$ cat config.mk
export PLATFORM = sky130hd
export DESIGN_NAME = mul_error_monitor
export DESIGN_NICKNAME = d
export VERILOG_FILES = /design/src/rtl/mul_error_monitor.sv
export SDC_FILE = /design/constraint.sdc
export NUM_CORES = 1
export LEC_CHECK = 0
export ABC_CLOCK_PERIOD_IN_PS = 6300
export CAP_MARGIN = 40
export CORE_MARGIN = 2
export CORE_UTILIZATION = 35
export DETAILED_ROUTE_END_ITERATION = 10
export GPL_ROUTABILITY_DRIVEN = 0
export GPL_TIMING_DRIVEN = 0
export PLACE_DENSITY = 0.67
export SLEW_MARGIN = 30
export SYNTH_ARGS = -nofsm -noshare
export SYNTH_HDL_FRONTEND = slang
export SYNTH_SLANG_ARGS = --single-unit
export TNS_END_PERCENT = 50
$ cat constraint.sdc
create_clock -name clk -period 6.3 [get_ports clk]
set_clock_uncertainty 0.1 [all_clocks]
set_input_delay 1.26 -clock clk [delete_from_list [all_inputs] [get_ports clk]]
set_output_delay 1.26 -clock clk [all_outputs]
set_load 0.01 [all_outputs]
$ cat src/rtl/mul_error_monitor.sv
// Exhaustive error sweep for an approximate multiplier: walks every operand pair,
// compares the DUT result with the exact product and keeps worst-case statistics.
module mul_error_monitor #(
  parameter int WIDTH_A = 2,
  parameter int OUT_W   = 2 * WIDTH_A,
  parameter int ET      = 8,
  parameter int DUT_LAT = 0
) (
  input  logic                   clk,
  input  logic                   rst_n,
  input  logic                   start,
  input  logic                   abort,
  output logic [2*WIDTH_A-1:0]   dut_in,
  input  logic [OUT_W-1:0]       dut_out,
  output logic                   busy,
  output logic                   done,
  output logic                   pass,
  output logic [OUT_W-1:0]       max_err,
  output logic [2*WIDTH_A-1:0]   worst_vec,
  output logic [2*WIDTH_A:0]     err_count
);

  localparam int VW = 2 * WIDTH_A;
  localparam int CW = (DUT_LAT > 0) ? $clog2(DUT_LAT + 1) : 1;
  localparam logic [OUT_W:0] ET_V = ET[OUT_W:0];

  typedef enum logic [1:0] {IDLE, SETTLE, SAMPLE, DONE} state_t;

  state_t         state, state_nx;
  logic [CW-1:0]  cnt, cnt_nx;
  logic [VW-1:0]  dut_in_nx, worst_nx;
  logic [OUT_W-1:0] max_nx;
  logic [VW:0]    errc_nx;

  logic [WIDTH_A-1:0] op_a, op_b;
  logic [OUT_W:0]     prod;
  logic signed [OUT_W:0] diff;
  logic [OUT_W-1:0]   err;

  // The difference can go negative, so it is formed one bit wider and signed.
  function automatic logic [OUT_W-1:0] abs_err(input logic signed [OUT_W:0] d);
    logic signed [OUT_W:0] mag;
    mag = (d < 0) ? -d : d;
    return mag[OUT_W-1:0];
  endfunction

  assign op_a = dut_in[WIDTH_A-1:0];
  assign op_b = dut_in[VW-1:WIDTH_A];
  assign prod = (OUT_W+1)'(op_a) * (OUT_W+1)'(op_b);
  assign diff = $signed({1'b0, dut_out}) - $signed(prod);
  assign err  = abs_err(diff);

  always_comb begin
    state_nx  = state;
    cnt_nx    = cnt;
    dut_in_nx = dut_in;
    max_nx    = max_err;
    worst_nx  = worst_vec;
    errc_nx   = err_count;
    case (state)
      IDLE, DONE: begin
        if (abort) begin
          state_nx = IDLE;
        end else if (start) begin
          dut_in_nx = '0;
          max_nx    = '0;
          worst_nx  = '0;
          errc_nx   = '0;
          cnt_nx    = CW'(DUT_LAT);
          state_nx  = (DUT_LAT == 0) ? SAMPLE : SETTLE;
        end
      end
      SETTLE: begin
        if (abort) begin
          state_nx = IDLE;
        end else begin
          cnt_nx = cnt - 1'b1;
          if (cnt == CW'(1)) state_nx = SAMPLE;
        end
      end
      SAMPLE: begin
        if (abort) begin
          state_nx = IDLE;
        end else begin
          if (err != '0) errc_nx = err_count + 1'b1;
          // Strict compare so ties keep the earliest vector.
          if (err > max_err) begin
            max_nx   = err;
            worst_nx = dut_in;
          end
          if (&dut_in) begin
            state_nx = DONE;
          end else begin
            dut_in_nx = dut_in + 1'b1;
            cnt_nx    = CW'(DUT_LAT);
            state_nx  = (DUT_LAT == 0) ? SAMPLE : SETTLE;
          end
        end
      end
      default: state_nx = IDLE;
    endcase
  end

  always_ff @(posedge clk or negedge rst_n) begin
    if (!rst_n) begin
      state     <= IDLE;
      cnt       <= '0;
      dut_in    <= '0;
      max_err   <= '0;
      worst_vec <= '0;
      err_count <= '0;
    end else begin
      state     <= state_nx;
      cnt       <= cnt_nx;
      dut_in    <= dut_in_nx;
      max_err   <= max_nx;
      worst_vec <= worst_nx;
      err_count <= errc_nx;
    end
  end

  assign busy = (state == SETTLE) || (state == SAMPLE);
  assign done = (state == DONE);
  assign pass = done && ({1'b0, max_err} <= ET_V);

endmodule

* After elaboration in Yosys (flattened, before gate mapping)
Index checks and enable logic that the tools add are counted.
** Storage, ports and cells
- Bits in registers :: 20
- Bits in latches :: 0
- RAM bits :: 0
- Memory bits (read-only) :: 0
- Input port bits :: 8
- Output and inout bits :: 20
- Logic and storage cells :: 69
- Memories kept :: 0
** Cells by class
- Add/sub/neg operators :: 5
- Multipliers :: 1
- Divide/modulo/power cells :: 0
- Magnitude comparators :: 3
- Eq/ne operators :: 12
- Shifts and indexed selects :: 0
- Multiplexer cells :: 30
- Bitwise operators :: 0
- Reduce and logical (&&, ||, !) cells :: 12
** Operators with widths (count)
- two-way mux 4 bit :: 9
- case mux 4 bit (2 select lines) :: 3
- two-way mux 5 bit :: 4
- AND reduction 5 bit :: 4
- != test 2 bit (second input constant) :: 7
- two-way mux 2 bit :: 5
- case mux 5 bit (2 select lines) :: 1
- two-way mux 1 bit :: 6
- != test 3 bit (second input constant) :: 2
- case mux 2 bit (3 select lines) :: 1
- adder 5 x 1 -> 5 bit (second input constant) :: 1
- less-than comparator 5 x 1 -> 1 bit (second input constant) :: 1
- subtractor 4 x 4 -> 5 bit :: 1
- adder 4 x 1 -> 4 bit (second input constant) :: 1
- == test 2 bit (second input constant) :: 2
- greater-than comparator 4 bit :: 1
- less-or-equal comparator 4 bit (second input constant) :: 1
- multiplier 2 x 2 -> 4 bit :: 1
- negation 4 bit :: 1
- AND reduction 4 bit :: 1
- nonzero test 4 bit :: 1
- case mux 1 bit (3 select lines) :: 1
- == test 2 x 1 -> 1 bit (second input constant) :: 1
- zero test 2 bit :: 1
- 6 further kinds :: 6

* Depth between registers and ports, before layout
Gate-level depths: netlist of the first run.
- Word-level depth :: 8
- Gate-level depth with buffers :: 15
- Depth with buffers taken out :: 15

* Worst setup path after synthesis of the first run
OpenSTA, ideal clock, no wires.
- Path type :: input to register
- From :: input port dut_out[2]
- To :: register max_err[0]
- Setup time :: 0.125 ns
- Arrival time :: 4.114 ns
- Data required time :: 6.075 ns
- Slack :: 1.961 ns
- Stages on the path :: 13
- Path buffers :: 0
- Path through :: inv_1 ha_1 inv_1 ha_1 xor2_2 and4_2 o311a_1 or2_2 ha_1 nand4_1 nand2_1 o21ai_2 mux2_2
** Between the ends
- Longest elaborated chain between the ends :: 6
- Elaborated cells between the ends (all ways) :: 10
- Classes of those cells :: add/sub (2); order compare (2); eq/ne (1); mux (4); reduce/logical (1)
** Ends and longest elaborated chain
- from (decl) :: RTL line 14 : input logic [OUT_W-1:0] dut_out,
- subtractor 4 x 4 -> 5 bit * :: RTL line 50 : assign diff = $signed({1'b0, dut_out}) - $signed(prod);
- negation 4 bit or less-than comparator 5 x 1 -> 1 bit (tied branches) :: RTL line 43 : mag = (d < 0) ? -d : d;
- two-way mux 4 bit * :: RTL line 43
- greater-than comparator 4 bit or two-way mux 4 bit (tied branches) :: RTL line 87 : if (err > max_err) begin
- != test 2 bit (no line) or two-way mux 4 bit (tied branches)
- AND reduction 5 bit (no line) or case mux 4 bit (2 select lines) (tied branches)
- to (signal assigned) :: RTL line 116 : max_err <= max_nx;
- to (decl) :: RTL line 18 : output logic [OUT_W-1:0] max_err,
Every way passes the cells marked *; elsewhere a longest branch is shown, timed or not. The select of a mux whose other input is x is not followed.
A chain may end at the register's enable or synchronous reset.

* Worst setup path in the final report of the first run
- From :: input port dut_out[0]
- To :: register max_err[0]
Same word-level chain as after synthesis.

==> impl_metrics.tcl, run 1 <==
set metrics [dict create \
    netlist_area_um2 1441 \
    post_cts_buffers 0 \
    critical-path-top-delay-family "compound AO/OA/AOI/OAI gates" \
    async_flop_share_pct 100.0 \
    worstMarginPinSlew_ns 0.6175 \
    min_path_cells 1 \
    finalWirelength_mm 2.762 \
    endpoint_kind "register" \
    cp_cell_sequence "clkdlybuf4s50_1 -> inv_1 -> ha_1 -> inv_1 -> ha_1 -> xnor2_1 -> a311oi_1 -> a2111oi_0 -> or2_2 -> ha_1 -> nand4_1 -> nand2_1 -> o21ai_2 -> mux2_2" \
    yosysTopAreaCell "dfrtp_1" \
    cts_tree "built" \
    netlist.area_leader.share_pct 34.72 \
    finalWorstSetupSlack_ns 1.369 \
    fmax_mhz 202.8 \
    grt_pass1_wl_mm 4.767 \
    synth-edff-count 0 \
    fin_crit_sh_pct 78.27 \
    relSlewSlack_pct 57.77 \
    cts_sinks 20 \
    fillers 405 \
    synthTopCellsByArea "dfrtp_1 35%, ha_1 16%, mux2i_1 6.9%, inv_1 6.5%, nand2_1 3.6%" \
    grt_pass1_vias 1121 \
    p_clk_share_pct 25.5 \
    htree_levels 1 \
    cp_data_arrival_time_ns 4.98 \
    dpl_cell_area_um2 1785 \
    crit_top_cell "ha_1" \
    status "finished, final reports clean" \
    post-place-ws_ns 1.068 \
    power_frac_seq_pct 35.3 \
    report.final.slew_viol_count 0 \
    ir_worst_vdd_mv 0.1217 \
    critPathBufInv 3 \
    yosys_register_bits 20 \
    synth_cells 161 \
    p_switching_mw 0.1645 \
    antenna_cells 0 \
    cts-root-buf "clkbuf_8" \
    power.internal_mw 0.3449 \
    core_um2 3971 \
    crit_fanout 8 \
    overflow 0 \
    remaining_drc_errors 0 \
    slowest_stage "a2111oi_0" \
    cp_num_cells 14 \
    ys_seq_area_share_pct 34.72 \
    ant_nets 0 \
    yosysWarnings 0 \
    row_count 23 \
    cp.required_ns 6.35 \
    crit_type "in -> reg" \
    ioPinCount 28 \
    setup_viol_count_final 0 \
    yosys-top-cells-count "25 x inv_1, 20 x dfrtp_1, 18 x ha_1" \
    cts_inserted_buffers 3 \
    p_sw_share_pct 32.30 \
    antenna_found_initial 0 \
    finalInstanceArea_um2 1857 \
    leakagePower_nw 0.8666 \
    synth_most_common_cell "inv_1" \
    ctsResizeCount 0 \
    min_path_type "reg -> reg" \
    r2r_cells 12 \
    drtPass1Iterations 2 \
    fin_setup_tns_ns 0 \
    grt_max_degree 13 \
    fp.dieH_um 68.18 \
    cts_hold_buffers 0 \
    drive_gt1_share_pct 7.254 \
    num_vias 1188 \
    fin_nets 221 \
    wl_per_cell_um 11.37 \
    grtUsageTotal_pct 13.59 \
    portBuffers 27 \
    area_growth_syn_to_layout_pct 28.82 \
    period_minus_slack_ns 4.931 \
    initial_core_util_pct 36.29 \
    dp_hpwl_mm 2.219 \
    die_w_um 68.18 \
    hold_violations 0 \
    ys.flop_type "dfrtp_1" \
    post_synth.cell_area_avg_um2 8.953 \
    cp-start-kind "primary input" \
    vias_per_cell 4.889 \
    dieArea_um2 4648 \
    drv_cap 0 \
    synth_fp_nets 188 \
    synth_cell_type_count 34 \
    clock_latency_ns 0.26 \
    drt_iter0_drc 56 \
    crit_path_max_incr_delay_ns 0.61 \
    clockBufferDepth 2 \
    rsz0062_at_grt "no" \
    r2r_slack_ns 2.17 \
    power.density_nw_per_um2 274.3 \
    cts.clk_slew.worst_paths_ns 0.08 \
    power_frac_comb_pct 39.3 \
]
[cell usage in the layout, fill, tap and decap left out, types with 3 or more instances in the layout]
cell and n:
ha_1 18, nand2_1 14, inv_1 25, clkbuf_8 3, o21ai_0 8, mux2i_1 10
nand3_1 6, nor2b_1 3, nor2_1 13, nand2b_1 3, and2_1 4, dfrtp_1 20
nand4_1 4, a21oi_1 6, clkdlybuf4s50_1 27
[registers in the layout, summed over array words and instances (netlist names)]
register / cells
dut_in: 4
state: 2
max_err: 4
worst_vec: 4
cnt: 1
err_count: 5
[area by class of cell]
class | count | area [um2] | area share (%)
Sequential cell | 20 | 500.5 | 26.95
Buffer | 3 | 15.01 | 0.8086
Clock buffer | 3 | 41.29 | 2.224
Multi-Input combinational cell | 113 | 832.0 | 44.81
Timing Repair Buffer | 28 | 281.5 | 15.16
Tap cell | 50 | 62.56 | 3.369
Inverter | 25 | 93.84 | 5.054
Clock inverter | 1 | 30.03 | 1.617
[power by group through the flow]
stage	Sequential (mW)	Combinational (mW)	Clock, mW
finish	0.180	0.200	0.130
global route	0.185	0.229	0.139
CTS	0.180	0.204	0.132
detailed placement	0.182	0.203	0
global placement	0.182	0.199	0
floorplan	0.191	0.106	0
[worst reg2reg max path: stages, from the launching register on]
cell and delay, ns:
dfrtp_1 0.46, and2_1 0.20, ha_1 0.32, fa_1 0.46, xor2_2 0.19, and4_2 0.24
a2111oi_0 0.56, or2_2 0.23, ha_1 0.24, nand4_1 0.09, nand2_1 0.06, o21ai_2 0.47
mux2_2 0.39
[metrics by stage]
step                      cells  hold slack, ns  utilization [%]  total power [mW]
after floorplan             161          0.3814                -            0.2971
after global routing        243          0.4351            46.75            0.5533
after detailed placement    239          0.3973            44.96            0.3848
final                       243          0.4123            46.75            0.5094
after global placement      238          0.3900            44.68            0.3809
after CTS                   243          0.4162            46.75            0.5159
[per-layer routing]
layer  vias up  track usage [%]  part of all wire, %  wire length [um]
met5         -                0                    0                 0
met4         0            3.000                 0.62                17
met3         4            2.961                  4.7               129
met2        19            23.91                   47              1307
met1       559            16.96                   47              1306
li1        606                -                    -                 -
[logic make-up after synthesis]
family	share of synthesized area, %
AOI/OAI and AO/OA	10.85
xor gates and xnor gates	2.952
adders and majority gates	17.01
buffers and inverters	7.552
DFF	34.72
muxes	8.507
and+or+nand+nor	18.40
[path summary, 6_finish.rpt]
| kind | from | end |
|---|---|---|
| min in group asynchronous | rst_n | dut_in[2] |
| max in group asynchronous | rst_n | worst_vec[3] |
| setup reg to reg | dut_in[3] | max_err[0] |
| setup / recovery | dut_out[0] | max_err[0] |
| hold reg to reg | cnt | cnt |
| hold / removal | cnt | cnt |
Note: power is estimated with default switching activity, not from simulation.
==> run 2: changes to the inputs <==
ABC_CLOCK_PERIOD_IN_PS = 4600   (was 6300)
clock period = 4.6 ns   (was 6.3 ns; I/O delays follow)
==> impl_metrics.tcl, run 2 (same netlist as run 1, synthesis figures left out) <==
set metrics [dict create \
    status "finished, final reports clean" \
    num_vias 1196 \
    fp.dieH_um 68.18 \
    ant_nets 0 \
    wl_per_cell_um 11.44 \
    grt_max_degree 13 \
    post-layout-total-power_mw 0.7025 \
    htree_levels 1 \
    r2r_slack_ns 0.68 \
    cp_num_cells 14 \
    crit_type "in -> reg" \
    min_path_type "reg -> reg" \
    antenna_cells 0 \
    drive_gt1_share_pct 7.254 \
    finalInstanceArea_um2 1866 \
    hold_slack_ns 0.4121 \
    row_count 23 \
    fmax_mhz 227.2 \
    vias_per_cell 4.922 \
    remaining_drc_errors 0 \
    cp_data_arrival_time_ns 4.45 \
    report.final.slew_viol_count 0 \
    relSlewSlack_pct 59.40 \
    layout_commonest_cell "clkdlybuf4s50_1" \
    largest_reg_flops 5 \
    fin_crit_sh_pct 95.68 \
    slowest_stage "a2111oi_1" \
    portBuffers 27 \
    rsz0062_at_grt "no" \
    critical-path-top-delay-family "compound AO/OA/AOI/OAI gates" \
    fin_nets 221 \
    power.density_nw_per_um2 376.6 \
    cp.required_ns 4.65 \
    cp-start-kind "primary input" \
    cts-root-buf "clkbuf_8" \
    overflow 0 \
    leakagePower_nw 0.8676 \
    drv_cap 0 \
    finalWirelength_mm 2.780 \
    cts_tree "built" \
    drtPass1Iterations 2 \
    cp_cell_sequence "clkdlybuf4s50_1 -> inv_1 -> ha_1 -> inv_1 -> ha_1 -> xnor2_1 -> a311oi_1 -> a2111oi_1 -> or2_2 -> ha_1 -> nand4_1 -> nand2_1 -> o21ai_4 -> mux2_2" \
    critPathBufInv 3 \
    ir_worst_vdd_mv 0.1668 \
    grt_pass1_wl_mm 4.761 \
    core_um2 3971 \
    crit_fanout 8 \
    regMostFlops "err_count" \
    hold_violations 0 \
    grtUsageTotal_pct 13.59 \
    cts.clk_slew.worst_paths_ns 0.08 \
    r2r_cells 12 \
    most-common-layout-cells "27 x clkdlybuf4s50_1, 25 x inv_1, 20 x dfrtp_1" \
    dieArea_um2 4648 \
    endpoint "max_err[0]" \
    r2r-start "dut_in[3]" \
    endpoint_kind "register" \
    dpl_cell_area_um2 1785 \
    crit_path_max_incr_delay_ns 0.54 \
    worstMarginPinSlew_ns 0.6071 \
    ioPinCount 28 \
    initial_core_util_pct 36.29 \
    area_growth_syn_to_layout_pct 29.43 \
    dp_hpwl_mm 2.219 \
    clockBufferDepth 2 \
    antenna_found_initial 0 \
    period_minus_slack_ns 4.401 \
    cts_sinks 20 \
    fillers 402 \
    setup_viol_count_final 0 \
    cts_inserted_buffers 3 \
    crit_top_cell "ha_1" \
    timing.rr.end "max_err[0]" \
    clock_latency_ns 0.26 \
    setup.worst_path.start "dut_out[0]" \
    die_w_um 68.18 \
    grt_pass1_vias 1120 \
    drt_iter0_drc 52 \
]
-- run 2: final cells by class --
type	instances	area (um2)	area share, %
multi-input cells	113	840.8	45.07
flip-flops and latches	20	500.5	26.83
repair buffers	28	281.5	15.09
inverters	25	93.84	5.030
well taps	50	62.56	3.353
clock buffers	3	41.29	2.213
clock inverters	1	30.03	1.610
plain buffers	3	15.01	0.8048
-- run 2: layer usage --
metal	global-route usage [%]	up-vias	wire length, um
met5	0	-	0
met4	3.000	0	17
met3	2.961	4	130
met2	23.91	19	1311
met1	16.96	566	1320
li1	-	607	-
-- run 2: power by group --
group / switching [mW] / leakage [nW] / total, mW / internal [mW]
sequential: 0.0340 / 0.269 / 0.246 / 0.212
combinational: 0.134 / 0.563 / 0.279 / 0.146
clock: 0.0609 / 0.0357 / 0.177 / 0.116
total: 0.229 / 0.868 / 0.703 / 0.474
-- run 2: repair_timing --
action,4_1_cts,5_1_grt
resized for setup,1,1
pin swaps,0,0
setup endpoints to repair,1,1
hold buffers,0,0
setup buffers,0,0
-- run 2: worst min-delay path by stage --
stage               depth (start not counted)  slack (ns)   to  start
detailed placement                          1        0.40  cnt    cnt
finish                                      1        0.41  cnt    cnt
CTS                                         1        0.42  cnt    cnt
global route                                1        0.44  cnt    cnt
floorplan                                   1        0.38  cnt    cnt
global placement                            1        0.39  cnt    cnt
-- run 2: per-stage QoR --
stage	utilization, %	setup TNS [ns]	instances	setup slack (ns)
2_1_floorplan	-	0	161	0.6010
3_3_place_gp	44.68	-0.9083	238	-0.2909
3_5_place_dp	44.96	-1.036	239	-0.2918
4_1_cts	46.94	0	243	0.1048
5_1_grt	46.98	0	243	0.0001794
6_report	46.98	0	243	0.1989
